<file path="src/rtl/bp_lce_req_arbiter.sv">
// bp_lce_req_arbiter
// Round-robin arbiter that shares one LCE-to-CCE burst request port among
// num_req_p request sources. A grant is held for a whole message: the header,
// then every data beat through last. Header width is supplied as a parameter
// and stands in for the width derived from the processor configuration.
// Optional feature macro: BP_LCE_REQ_ARB_WATCHDOG_EN adds a sticky watchdog_o
// that fires after watchdog_limit_p stalled cycles inside a locked data burst.
module bp_lce_req_arbiter #(
    parameter int num_req_p              = 2,
    parameter int lce_req_header_width_p = 64,
    parameter int fill_width_p           = 64
`ifdef BP_LCE_REQ_ARB_WATCHDOG_EN
    , parameter int watchdog_limit_p     = 1024
`endif
    , localparam int lg_num_req_lp = (num_req_p > 1) ? $clog2(num_req_p) : 1
) (
    input  logic                                       clk_i,
    input  logic                                       reset_i,
    input  logic [num_req_p*lce_req_header_width_p-1:0] req_header_i,
    input  logic [num_req_p-1:0]                       req_header_v_i,
    output logic [num_req_p-1:0]                       req_header_ready_and_o,
    input  logic [num_req_p-1:0]                       req_has_data_i,
    input  logic [num_req_p*fill_width_p-1:0]          req_data_i,
    input  logic [num_req_p-1:0]                       req_data_v_i,
    output logic [num_req_p-1:0]                       req_data_ready_and_o,
    input  logic [num_req_p-1:0]                       req_last_i,
    output logic [lce_req_header_width_p-1:0]          lce_req_header_o,
    output logic                                       lce_req_header_v_o,
    input  logic                                       lce_req_header_ready_and_i,
    output logic                                       lce_req_has_data_o,
    output logic [fill_width_p-1:0]                    lce_req_data_o,
    output logic                                       lce_req_data_v_o,
    input  logic                                       lce_req_data_ready_and_i,
    output logic                                       lce_req_last_o,
    output logic [lg_num_req_lp-1:0]                   grant_o,
    output logic                                       busy_o
`ifdef BP_LCE_REQ_ARB_WATCHDOG_EN
    , output logic                                     watchdog_o
`endif
);

    typedef enum logic {e_idle, e_data} state_e;

    state_e                   state;
    logic [lg_num_req_lp-1:0] rr_ptr;
    logic [lg_num_req_lp-1:0] grant_r;
    logic [lg_num_req_lp-1:0] sel;
    logic [lg_num_req_lp-1:0] cand;
    logic                     found;
    logic                     header_hs;
    logic                     data_hs;

    // Requester index (base + offs) modulo num_req_p; offs is below num_req_p.
    function automatic logic [lg_num_req_lp-1:0] wrap_add(
        input logic [lg_num_req_lp-1:0] base,
        input int                       offs
    );
        int s;
        s = int'(base) + offs;
        if (s >= num_req_p) s = s - num_req_p;
        return lg_num_req_lp'(s);
    endfunction

    // Round-robin search for the first valid header starting at rr_ptr.
    always_comb begin
        sel   = rr_ptr;
        cand  = rr_ptr;
        found = 1'b0;
        for (int i = 0; i < num_req_p; i++) begin
            cand = wrap_add(rr_ptr, i);
            if (!found && req_header_v_i[cand]) begin
                sel   = cand;
                found = 1'b1;
            end
        end
    end

    // Steer the shared port: headers pass through in e_idle, beats in e_data.
    // Everything is forced low while reset is held.
    always_comb begin
        lce_req_header_o       = '0;
        lce_req_header_v_o     = 1'b0;
        lce_req_has_data_o     = 1'b0;
        req_header_ready_and_o = '0;
        lce_req_data_o         = '0;
        lce_req_data_v_o       = 1'b0;
        lce_req_last_o         = 1'b0;
        req_data_ready_and_o   = '0;
        grant_o                = '0;
        busy_o                 = 1'b0;
        if (!reset_i) begin
            if (state == e_idle) begin
                lce_req_header_o            = req_header_i[int'(sel)*lce_req_header_width_p +: lce_req_header_width_p];
                lce_req_has_data_o          = req_has_data_i[sel];
                lce_req_header_v_o          = |req_header_v_i;
                req_header_ready_and_o[sel] = lce_req_header_ready_and_i;
                grant_o                     = sel;
            end else begin
                lce_req_data_o                = req_data_i[int'(grant_r)*fill_width_p +: fill_width_p];
                lce_req_data_v_o              = req_data_v_i[grant_r];
                lce_req_last_o                = req_last_i[grant_r];
                req_data_ready_and_o[grant_r] = lce_req_data_ready_and_i;
                busy_o                        = 1'b1;
                grant_o                       = grant_r;
            end
        end
    end

    assign header_hs = lce_req_header_v_o & lce_req_header_ready_and_i;
    assign data_hs   = lce_req_data_v_o & lce_req_data_ready_and_i;

    // Lock/release FSM; rr_ptr advances past a requester once its message ends.
    always_ff @(posedge clk_i or posedge reset_i) begin
        if (reset_i) begin
            state   <= e_idle;
            rr_ptr  <= '0;
            grant_r <= '0;
        end else begin
            case (state)
                e_idle: begin
                    if (header_hs) begin
                        if (lce_req_has_data_o) begin
                            grant_r <= sel;
                            state   <= e_data;
                        end else begin
                            rr_ptr <= wrap_add(sel, 1);
                        end
                    end
                end
                e_data: begin
                    if (data_hs && lce_req_last_o) begin
                        rr_ptr <= wrap_add(grant_r, 1);
                        state  <= e_idle;
                    end
                end
                default: state <= e_idle;
            endcase
        end
    end

`ifdef BP_LCE_REQ_ARB_WATCHDOG_EN
    localparam int wd_w_lp = $clog2(watchdog_limit_p + 1);

    logic [wd_w_lp-1:0] stall_cnt;

    // Count stalled burst cycles; watchdog_o latches once the limit is reached.
    always_ff @(posedge clk_i or posedge reset_i) begin
        if (reset_i) begin
            stall_cnt  <= '0;
            watchdog_o <= 1'b0;
        end else if (state == e_data && !data_hs) begin
            if (stall_cnt != wd_w_lp'(watchdog_limit_p)) stall_cnt <= stall_cnt + 1'b1;
            if (stall_cnt == wd_w_lp'(watchdog_limit_p - 1)) watchdog_o <= 1'b1;
        end else begin
            stall_cnt <= '0;
        end
    end
`endif

endmodule

</file>
<file path="config.mk">
export PLATFORM = sky130hd
export DESIGN_NAME = bp_lce_req_arbiter
export DESIGN_NICKNAME = d
export VERILOG_FILES = /design/src/rtl/bp_lce_req_arbiter.sv
export SDC_FILE = /design/constraint.sdc
export NUM_CORES = 1
export LEC_CHECK = 0
export BUFFER_PORTS_ARGS = -buffer_cell sky130_fd_sc_hd__buf_2
export CAP_MARGIN = 30
export CORE_AREA = 2 2 157 159
export DETAILED_ROUTE_END_ITERATION = 12
export DIE_AREA = 0 0 159 161
export HOLD_SLACK_MARGIN = 0.12
export PLACE_DENSITY_LB_ADDON = 0.2
export SYNTH_ARGS = -nofsm -noshare
export SYNTH_HDL_FRONTEND = slang
export SYNTH_SLANG_ARGS = --single-unit
</file>
<file path="constraint.sdc">
create_clock -name clk_i -period 1.4 [get_ports clk_i]
set_input_delay 0.14 -clock clk_i [delete_from_list [all_inputs] [get_ports clk_i]]
set_output_delay 0.14 -clock clk_i [all_outputs]
set_load 0.01 [all_outputs]
</file>
Yosys cells after proc, flatten, opt, wreduce, memory -nomap -nowiden

Cells that the tools add are included.

Bits in registers: 3
Bits of input ports: 268
Output and inout bits: 138
Logic and storage cells: 87

Add/subtract/negate cells: 7
Magnitude comparators: 10
Equal/unequal tests: 3
Shifts and indexed selects: 2
Muxes and demuxes: 49
Bitwise logic cells: 5
Reduce and logical (&&, ||, !) cells: 8

Operators with widths:

| cell                                                 | number |
|---|---|
| 2-to-1 mux 64 bit                                    | 4 |
| indexed part select 128 x 8 -> 64 bit                | 2 |
| 2-to-1 mux 1 bit                                     | 37 |
| < comparator 1 x 2 -> 1 bit (second input constant)  | 4 |
| 2-to-1 mux 2 bit                                     | 4 |
| adder 1 x 1 -> 2 bit (second input constant)         | 3 |
| >= comparator 2 bit (second input constant)          | 3 |
| AND reduction 3 bit                                  | 2 |
| AND 2 bit                                            | 2 |
| logical AND 1 bit                                    | 4 |
| != test 2 bit (second input constant)                | 2 |
| one-hot mux 1 bit (2 select lines)                   | 2 |
| subtractor 1 bit (second input constant)             | 4 |
| AND 1 bit                                            | 2 |
| demux 1 bit (select 1 bit)                           | 2 |
| >= comparator 1 bit (second input constant)          | 2 |
| >= comparator 1 x 2 -> 1 bit (second input constant) | 1 |
| != test 2 x 1 -> 1 bit (second input constant)       | 1 |
| OR reduction 2 bit                                   | 1 |
| zero test 1 bit                                      | 1 |
| NOT 1 bit                                            | 1 |

Logic depth before layout (Yosys ltp)

Gate-level depths: netlist of run 1.

Word-level depth: 15
Mapped depth: 6
Mapped depth without buffers: 6

Least setup slack after synthesis of run 1

OpenSTA, ideal clock, no wires.

Path kind: register to register
Start point: register state
End point: register rr_ptr
Library setup time: 0.128 ns
Arrival: 1.365 ns
Required time: 1.272 ns
Slack: -0.092 ns
Stages on the path, launching flop included: 6
Path buffers: 1
Period minus slack after synthesis: 1.492 ns
Cells stage by stage: dfrtp_1 or2_1 buf_6 a2111oi_4 a221oi_2 mux2_1

Longest elaborated chain between the ends: 6
Elaborated cells between the ends (all ways): 17
Classes of those cells: eq/ne: 3; mux: 9; bitwise: 3; reduce/logical: 2

Ends and longest elaborated chain:

| what                             | line | RTL |
|---|---|---|
| start: declaration               | 44   | `state_e state;` |
| start signal: assignment         | 115  | `state <= e_idle;` |
| start signal: assignment         | 124  | `state <= e_data;` |
| start signal: assignment         | 133  | `state <= e_idle;` |
| 2-to-1 mux 1 bit                 | 92   | `if (state == e_idle) begin` |
| 2-to-1 mux 1 bit                 | 91   | `if (!reset_i) begin` |
| AND 1 bit                        | 110  | `assign data_hs = lce_req_data_v_o & lce_req_data_ready_and_i;` |
| logical AND 1 bit                | 131  | `if (data_hs && lce_req_last_o) begin` |
| != test 2 x 1 -> 1 bit (no line) | --   |  |
| AND reduction 3 bit (no line)    | --   |  |
| end signal: assignment           | 126  | `rr_ptr <= wrap_add(sel, 1);` |
| end signal: assignment           | 132  | `rr_ptr <= wrap_add(grant_r, 1);` |
| end: declaration                 | 45   | `logic [lg_num_req_lp-1:0] rr_ptr;` |

Parallel ways exist; a longest one is shown, timed or not.
A chain may end at the register's enable or synchronous reset.

Final worst setup path of run 1

Start point: register rr_ptr
End point: output lce_req_header_o[63]

Longest elaborated chain between the ends: 11
Elaborated cells between the ends (all ways): 19
Classes of those cells: add/sub: 3; order compare: 2; shift: 1; mux: 11; reduce/logical: 2

Ends and longest elaborated chain:

| what                                                             | line | RTL |
|---|---|---|
| >= comparator 1 x 2 -> 1 bit or subtractor 1 bit (tied branches) | 60   | `if (s >= num_req_p) s = s - num_req_p;` |
| 2-to-1 mux 1 bit                                                 | 60   |  |
| 2-to-1 mux 1 bit (implied by the code) (2 in a row)              | 71   | `if (!found && req_header_v_i[cand]) begin` |
| 2-to-1 mux 1 bit                                                 | 71   |  |
| zero test 1 bit                                                  | 71   |  |
| logical AND 1 bit                                                | 71   |  |
| 2-to-1 mux 1 bit *                                               | 71   |  |
| indexed part select 128 x 8 -> 64 bit *                          | 93   | `lce_req_header_o = req_header_i[int'(sel)*lce_req_header_width_p +: lce_req_header_width_p];` |
| 2-to-1 mux 64 bit *                                              | 92   |  |
| 2-to-1 mux 64 bit *                                              | 91   |  |
| end: declaration                                                 | 27   | `output logic [lce_req_header_width_p-1:0] lce_req_header_o,` |

Mark *: on every way between the ends. The rest lies on a longest branch, timed or not. The select of a mux whose other input is x is not followed.

==> results of run 1 <==
==> how the worst max path moves through the flow <==
stage / end / slack (ps) / depth (start not counted)
6_report: lce_req_header_o[63] / -310 / 7
5_1_grt: lce_req_header_o[1] / -380 / 7
4_1_cts: lce_req_header_o[16] / -320 / 7
3_5_place_dp: rr_ptr / -210 / 4
3_3_place_gp: rr_ptr / -150 / 4
2_1_floorplan: rr_ptr / -80 / 5
==> cell usage after synthesis, drive strengths merged <==
| master | instances | area share |
|---|---|---|
| and3 | 1 | 0.0029 |
| inv | 3 | 0.0051 |
| mux2 | 3 | 0.015 |
| a221oi | 1 | 0.0068 |
| or2 | 1 | 0.0029 |
| and2b | 1 | 0.0034 |
| and2 | 3 | 0.0086 |
| nor2 | 72 | 0.12 |
| nand2b | 1 | 0.0029 |
| a21oi | 66 | 0.15 |
| a21o | 1 | 0.0034 |
| buf | 25 | 0.062 |
| a2111oi | 1 | 0.013 |
| nor3b | 1 | 0.0034 |
| o21ai | 3 | 0.0068 |
| nand4 | 1 | 0.0029 |
| nand2 | 132 | 0.23 |
| clkbuf | 12 | 0.021 |
| mux2i | 66 | 0.30 |
| nand3b | 1 | 0.0034 |
| dfrtp | 3 | 0.034 |
==> cell families (layout without fill, tap and decap cells) <==
group           count (synthesis)  after routing  share of synthesized area
mux                            69             69                      0.317
buf+inv                        40            503                     0.0873
simple gates                  214            214                      0.380
flops                           3              3                     0.0342
compound gates                 72             72                      0.182
other cells                     0              1                          0
==> worst max-delay path, cell delays in order (launching register included) <==
cell and delay, ps:
dfrtp_2 430, a21oi_4 150, buf_6 140, buf_12 150, buf_12 150, nand2_1 60, a21oi_1 120, buf_2 150
==> power by group <==
group / total, mW / switching (mW) / internal (mW)
Clock: 0.449 / 0.0732 / 0.375
Sequential: 0.176 / 0.0505 / 0.126
Combinational: 6.63 / 3.17 / 3.46
==> metal layers <==
layer,part of all wire,GRT usage
met4,0.011,0.0157
met3,0.079,0.0303
met2,0.54,0.249
met5,0,0
met1,0.37,0.131
==> stage by stage <==
stage / hold slack, ps / worst slack, ps / utilization / instances
after floorplan: -98.2 / -79.1 / - / 398
final: 295 / -313 / 0.272 / 1186
after global placement: 160 / -153 / 0.216 / 1141
after detailed placement: 156 / -206 / 0.216 / 1141
after global routing: 336 / -376 / 0.272 / 1185
after CTS: 294 / -325 / 0.257 / 1175
==> what timing repair did <==
action / CTS / global route
hold endpoints to repair: 3 / 0
setup endpoints to repair: 140 / 140
buffers inserted: 18 / 10
gates cloned: 12 / 4
pin swaps: 45 / 23
hold buffers: 1 / 0
gates resized for setup: 121 / 74
==> layout make-up <==
class / count / area [um2] / area share
diodes: 1 / 2.50 / 0.000384
clock buffers: 4 / 78.8 / 0.0121
inverters: 3 / 11.3 / 0.00173
multi-input cells: 355 / 2490 / 0.383
flip-flops and latches: 3 / 80.1 / 0.0123
well taps: 324 / 405 / 0.0622
repair buffers: 496 / 3450 / 0.529
==> state kept, by name, indices dropped and copies added (netlist names) <==
register  count
grant_r       1
state         1
rr_ptr        1
==> results.toml, run 1 <==
[placed_design]
routabilityCongestion = 0.779
dpl_cell_area_um2 = 5170
portBuffers = 405
dp_hpwl_um = 13000

[synthesis]
ys_ff_latch = 3
yosysUniqueCellTypes = 26
yosysWarnings = 0
synth_nets = 666
ys_seq_area_frac = 0.0342
avgSynthCellArea_um2 = 5.51
synth_area_um2 = 2190
syn_inst = 398

[min_path]
hold_start = "req_has_data_i[1]"
min_path_cells = 3
min_path_type = "input pin to flip-flop"
whs_endpoint = "grant_r"

[power_and_ir_drop]
ir_worst_vdd_v = 0.000478
power_leakage_nw = 3.82
total_power_mw = 7.26
power.density_nw_per_um2 = 1110

[global_route]
track_usage = 0.123
grt_pass1_vias = 4482
antenna_found_initial = 3
grt_pass1_wl_um = 25000
grt-ovfl-total = 0
grt_max_degree = 31

[routing]
drtIter0Drc = 90
dr.pass1.iters = 4
vias = 4516
wl_um = 17100
drcViolationCount = 0
viasPerCell = 3.81
wire_per_inst_um = 14.4
postRouteAntennaNets = 0

[setup_path]
crit_type = "flip-flop to output port"
reg2reg_depth = 4
reg2reg_from = "grant_r"
crit_start = "rr_ptr"
reg2reg_slack_ps = -300
crit_path_start_kind = "flip-flop"
crit_required_ps = 1260
crit_fanout = 8
cp-end-kind = "output port"
reg2reg_to = "rr_ptr"
arrival_ps = 1570

[timing]
setup_viol = 139
rsz0062_at_grt = "yes"
maxSlewHeadroom = 0.803
finClkSkew_ps = 2.81
hold_viol_final = 0
fin_setup_tns_ps = -27890
worst_pin_slew_ps = 296
min_period_over_period = 1.22
fin_ws_ps = -313
period_minus_slack_ps = 1710
drv_slew = 0
max_freq_mhz = 584

[clock_tree]
cts_root_buf = "clkbuf_16"
cts_tree = "built"
insertion_delay_ps = 220
cts_made_buffers = 3
clock_sinks = 3
htree_levels = 1
clk_path_buf_depth = 2
clk_pin_slew_ps = 30

[floorplan]
boundaryPins = 406
dieArea_um2 = 25600
start_util = 0.0915
core_area_um2 = 24000
die_w_um = 159
die_h_um = 161
rows = 57

[finish]
layout_commonest_cell = "buf_2"
n_fill_cell = 2696
final_cell_mix = "buf_2, nand2_1, nor2_1, mux2i_1, a21oi_2"
area_delta_synth_final_pct = 197
drive_gt1_frac = 0.724
nets = 1130
finish.instance_area_um2 = 6520

[flow_run]
drv_cap = 0

[status]
violations = "negative setup slack"
status = "finished with violations"
(Power assumes the default switching activity.)
==> run 2: changes to the inputs <==
--- a/config.mk
+++ b/config.mk
@@ -11,7 +11,7 @@
 export DETAILED_ROUTE_END_ITERATION = 12
 export DIE_AREA = 0 0 159 161
 export HOLD_SLACK_MARGIN = 0.12
-export PLACE_DENSITY_LB_ADDON = 0.2
+export PLACE_DENSITY = 0.33
 export SYNTH_ARGS = -nofsm -noshare
 export SYNTH_HDL_FRONTEND = slang
 export SYNTH_SLANG_ARGS = --single-unit
==> run 2 against run 1 <==
Compared with the run above:
- sequential share of layout area is 0.094 points lower
- non-clock buffer count increased by 3
- first-iteration DRC count up 16%
- the run still ends with negative setup slack left
- sequential power up 4%
- critical path depth did not move
- hold slack got worse by 24 ps
- highest routed layer unchanged
- largest power group unchanged
- setup slack worse by 24 ps
- via count is 2.0% higher
- die area unchanged
- flip-flop and latch count did not move
- combinational power up 14%
==> results.toml, run 2 (same netlist as run 1, synthesis figures left out) <==
[clock_tree]
cts_root_buf = "clkbuf_16"
cts_tree = "built"
htree_levels = 1
clk_pin_slew_ps = 30
insertion_delay_ps = 220
clock_sinks = 3
cts_made_buffers = 3
clk_path_buf_depth = 2

[finish]
final_cell_mix = "buf_2, nand2_1, mux2i_1, a21oi_2, buf_6"
drive_gt1_frac = 0.779
layout_commonest_cell = "buf_2"
n_fill_cell = 2657
nets = 1133
regArea_um2 = 80.1
diodes = 0
multiInputGateArea_um2 = 2800
area_delta_synth_final_pct = 222
reg.largest.list = "grant_r: 1 flops, rr_ptr: 1 flops, state: 1 flops"
instances_no_fill = 1188

[power_and_ir_drop]
ir_worst_vdd_v = 0.000487
p_switching_mw = 3.72
power.density_nw_per_um2 = 1160
seqPwrFrac = 0.022
clockPowerShare = 0.056
combPwrFrac = 0.922
p_int_mw = 4.48
total_power_mw = 8.20
swShare = 0.454
power_leakage_nw = 3.92

[timing]
rsz0062_at_grt = "yes"
fin_ws_ps = -337
maxSlewHeadroom = 0.813
finClkSkew_ps = 1.03
min_period_over_period = 1.24
setup_viol = 140
period_minus_slack_ps = 1740
hold_viol_final = 0
drv_slew = 0
max_freq_mhz = 576
worst_pin_slew_ps = 281

[placed_design]
portBuffers = 405
routabilityCongestion = 0.798
dp_hpwl_um = 13800
dp_cells = 1135

[setup_path]
cp-end-kind = "output port"
crit_fanout = 6
crit_type = "flip-flop to output port"
crit_required_ps = 1260
arrival_ps = 1600
crit_path_start_kind = "flip-flop"

[floorplan]
rows = 57
die_h_um = 161
start_util = 0.0915
core_area_um2 = 24000
dieArea_um2 = 25600
boundaryPins = 406
die_w_um = 159

[global_route]
antenna_found_initial = 1
track_usage = 0.131
grt_pass1_vias = 4596
grt_max_degree = 36
grt_pass1_wl_um = 26100
grt-ovfl-total = 0

[routing]
drcViolationCount = 0
wl_um = 19600
wire_per_inst_um = 16.5
dr_wl_met2_um = 10600
postRouteAntennaNets = 0
drtIter0Drc = 104
wl_met1_um = 6750
viasPerCell = 3.88
top_layer_used = "met4"
vias = 4605
dr.pass1.iters = 4
route.met3.wl_um = 1690

[status]
violations = "negative setup slack"
status = "finished with violations"

[min_path]
min_path_type = "input pin to flip-flop"

[flow_run]
drv_cap = 0
run 2: power groups by stage:
stage               Sequential [mW]  Combinational [mW]  Clock, mW
global placement              0.168                4.62          0
finish                        0.183                7.56      0.455
detailed placement            0.168                4.57          0
global route                  0.191                8.07      0.481
floorplan                     0.156                2.45          0
CTS                           0.179                6.04      0.466
run 2: layout make-up:
cell class | instances | area share
Clock buffer | 4 | 0.0112
Inverter | 3 | 0.00195
Multi-Input combinational cell | 355 | 0.396
Sequential cell | 3 | 0.0113
Tap cell | 324 | 0.0574
Timing Repair Buffer | 499 | 0.522
run 2: layer usage:
| metal | GRT usage | up-vias |
|---|---|---|
| li1 | - | 2259 |
| met1 | 0.133 | 2037 |
| met2 | 0.261 | 274 |
| met3 | 0.0408 | 35 |
| met4 | 0.0273 | 0 |
| met5 | 0 | - |
run 2: critical path, stage by stage (launching register included):
cell and delay (ps):
dfrtp_2 430, a21oi_4 190, buf_12 150, buf_8 110, clkbuf_16 160, nand2_1 80
a21oi_2 110, buf_2 140
run 2: worst paths after layout:
check	cells past startpoint	end	startpoint	slack [ps]
max in group asynchronous	4	grant_r	reset_i	720
setup reg to reg	6	rr_ptr	state	-270
hold reg to reg	3	state	state	690
setup / recovery	7	lce_req_header_o[7]	rr_ptr	-340
hold / removal	3	grant_r	req_has_data_i[1]	270
min in group asynchronous	4	state	reset_i	570
run 2: what timing repair did:
action                                 4_1_cts  5_1_grt
resized for setup                           95      196
buffers inserted                            14       12
cloned                                      13       12
setup endpoints to repair                  140      141
endpoints found under the hold margin        3        0
pin swaps                                   25       77
hold buffers                                 1        0
run 2: metrics by stage:
stage                     area [um2]  hold slack, ps   util  setup WS, ps  TNS (ps)
after floorplan                 2390           -98.2      -         -79.1      -921
after detailed placement        5070             160  0.212          -205     -8050
after CTS                       6000             263  0.251          -315    -29800
after global placement          5070             161  0.212          -180     -7860
after global routing            7060             301  0.295          -397    -39270
final                           7060             271  0.295          -337    -30350
==> run 3: changes to the inputs <==
--- a/config.mk
+++ b/config.mk
@@ -7,11 +7,11 @@
 export LEC_CHECK = 0
 export BUFFER_PORTS_ARGS = -buffer_cell sky130_fd_sc_hd__buf_2
 export CAP_MARGIN = 30
-export CORE_AREA = 2 2 157 159
+export CORE_AREA = 10 10 148 150
 export DETAILED_ROUTE_END_ITERATION = 12
-export DIE_AREA = 0 0 159 161
+export DIE_AREA = 0 0 158 160
 export HOLD_SLACK_MARGIN = 0.12
-export PLACE_DENSITY = 0.33
+export PLACE_DENSITY_LB_ADDON = 0.08
 export SYNTH_ARGS = -nofsm -noshare
 export SYNTH_HDL_FRONTEND = slang
 export SYNTH_SLANG_ARGS = --single-unit
==> run 3 against run 2 <==
Compared with the run above:
- the flow still finishes with violations (negative setup slack)
- flip-flop and latch count unchanged
- hold slack better by 42 ps
- wire length up 13%
- combinational power up 10%
- register-to-register slack better by 20 ps
- via count up 1.6%
- utilization up 10 points
- fmax down 2.1%
- first-iteration DRC count up 13%
- global-route usage up 1.2 points
- count of clock-buffer cells in the layout unchanged
- setup slack worse by 37 ps
- largest cell class unchanged
- largest power group unchanged
==> results.toml, run 3 (same netlist as run 1, synthesis figures left out) <==
[global_route]
grt_util_met3 = 0.0674
grt_max_degree = 37
grt_busiest_layer = "met2"
track_usage = 0.143
grt_pass1_vias = 4835
grt_util_met2 = 0.283
antenna_found_initial = 6
grt_use_met1 = 0.127
grt_pass1_wl_um = 28300
grt-ovfl-total = 0

[floorplan]
die_h_um = 160
die_w_um = 158
core_area_um2 = 19100
rows = 51
start_util = 0.115
dieArea_um2 = 25300
boundaryPins = 406

[setup_path]
arrival_ps = 1630
crit_required_ps = 1260
reg2reg_depth = 5
crit_path_start_kind = "flip-flop"
reg2reg_slack_ps = -250
reg2reg_to = "rr_ptr"
crit_type = "flip-flop to output port"
crit_fanout = 9
cp-end-kind = "output port"
reg2reg_from = "state"

[clock_tree]
htree_levels = 1
cts_root_buf = "clkbuf_16"
cts_made_buffers = 3
clk_pin_slew_ps = 30
cts_tree = "built"
clk_path_buf_depth = 2
clock_sinks = 3
insertion_delay_ps = 220

[timing]
rsz0062_at_grt = "yes"
whs_ps = 313
fin_setup_tns_ps = -33470
period_minus_slack_ps = 1770
max_freq_mhz = 564
fin_ws_ps = -374
maxSlewHeadroom = 0.818
drv_slew = 0
hold_viol_final = 0
worst_pin_slew_ps = 273
min_period_over_period = 1.27
finClkSkew_ps = 0.311
setup_viol = 141

[status]
violations = "negative setup slack"
status = "finished with violations"

[min_path]
hold_start = "req_has_data_i[1]"
min_path_cells = 3
whs_endpoint = "grant_r"
min_path_type = "input pin to flip-flop"

[finish]
area_delta_synth_final_pct = 248
reg.largest.list = "grant_r: 1 flops, rr_ptr: 1 flops, state: 1 flops"
finish.instance_area_um2 = 7620
nets = 1140
drive_gt1_frac = 0.842
final_cell_mix = "buf_2, nand2_1, buf_6, a21oi_2, nand2_2"
layout_commonest_cell = "buf_2"
n_fill_cell = 1987

[routing]
wire_per_inst_um = 19.9
postRouteAntennaNets = 0
dr.pass1.iters = 4
wl_um = 22200
viasPerCell = 4.20
vias = 4678
drcViolationCount = 0
drtIter0Drc = 117

[placed_design]
routabilityCongestion = 0.747
dpl_cell_area_um2 = 4920
portBuffers = 405
dp_hpwl_um = 15600

[power_and_ir_drop]
power.density_nw_per_um2 = 1180
ir_worst_vdd_v = 0.000476
power_leakage_nw = 3.95

[flow_run]
drv_cap = 0
-- run 3: cell count changes in the layout (fill, tap and decap cells not counted), moves of 4 or more --
cell	previous run	this run
buf_2	382	356
nor2_1	43	20
buf_6	45	66
nor2_4	8	27
mux2i_1	48	30
mux2i_4	14	24
mux2i_2	4	12
a21oi_1	9	2
buf_4	20	27
a21oi_2	46	52
clkbuf_16	12	17
buf_8	9	5
diode_2	0	4
nor2_2	21	25
-- run 3: worst max path at each step --
stage | from | to | slack (ps) | cells past startpoint
finish | rr_ptr | lce_req_header_o[35] | -370 | 7
CTS | rr_ptr | lce_req_has_data_o | -320 | 5
global placement | grant_r | lce_req_data_o[6] | -220 | 5
global route | rr_ptr | lce_req_header_o[35] | -420 | 7
detailed placement | grant_r | lce_req_data_o[6] | -230 | 5
floorplan | grant_r | rr_ptr | -80 | 5
-- run 3: through the flow --
step | worst slack, ps | instances | power, mW | utilization
final | -374 | 1113 | 9.01 | 0.399
after global routing | -422 | 1111 | 9.56 | 0.399
after CTS | -320 | 1081 | 6.84 | 0.320
after detailed placement | -230 | 1043 | 4.71 | 0.258
after global placement | -219 | 1043 | 4.77 | 0.258
after floorplan | -79.1 | 398 | 2.61 | -
-- run 3: where the power goes --
part	internal, mW	switching (mW)	total (mW)	leakage (nW)
registers	0.129	0.0652	0.194	0.0311
clock network	0.377	0.0877	0.464	0.0382
logic	4.47	3.88	8.35	3.88
total	4.97	4.04	9.01	3.95
-- run 3: routing by layer --
layer  vias to the layer above  wire length [um]
li1                       2288                 -
met1                      2114              6960
met2                       247             12100
met3                        27              2640
met4                         2               406
met5                         -                13
-- run 3: timing repair --
item,4_1_cts,5_1_grt
pin swaps,23,80
hold endpoints to repair,3,0
gates cloned,18,18
endpoints found under the setup margin,139,141
hold buffers,1,0
resized for setup,122,280
buffers inserted,15,16
-- run 3: area by class of cell --
| cell class | instances | area, um2 | share of cell area |
|---|---|---|---|
| flip-flops and latches | 3 | 81.3 | 0.0107 |
| repair buffers | 505 | 3980 | 0.522 |
| inverters | 3 | 13.8 | 0.00181 |
| multi-input cells | 356 | 3160 | 0.414 |
| well taps | 238 | 298 | 0.0391 |
| diodes | 4 | 10.0 | 0.00131 |
| clock buffers | 4 | 78.8 | 0.0103 |
-- run 3: worst max-delay path, cell delays in order, from the launching register on --
cell and delay (ps):
dfrtp_2 430, a21oi_4 180, buf_12 150, buf_8 120
buf_8 130, nand2_1 80, a21oi_2 160, buf_4 150
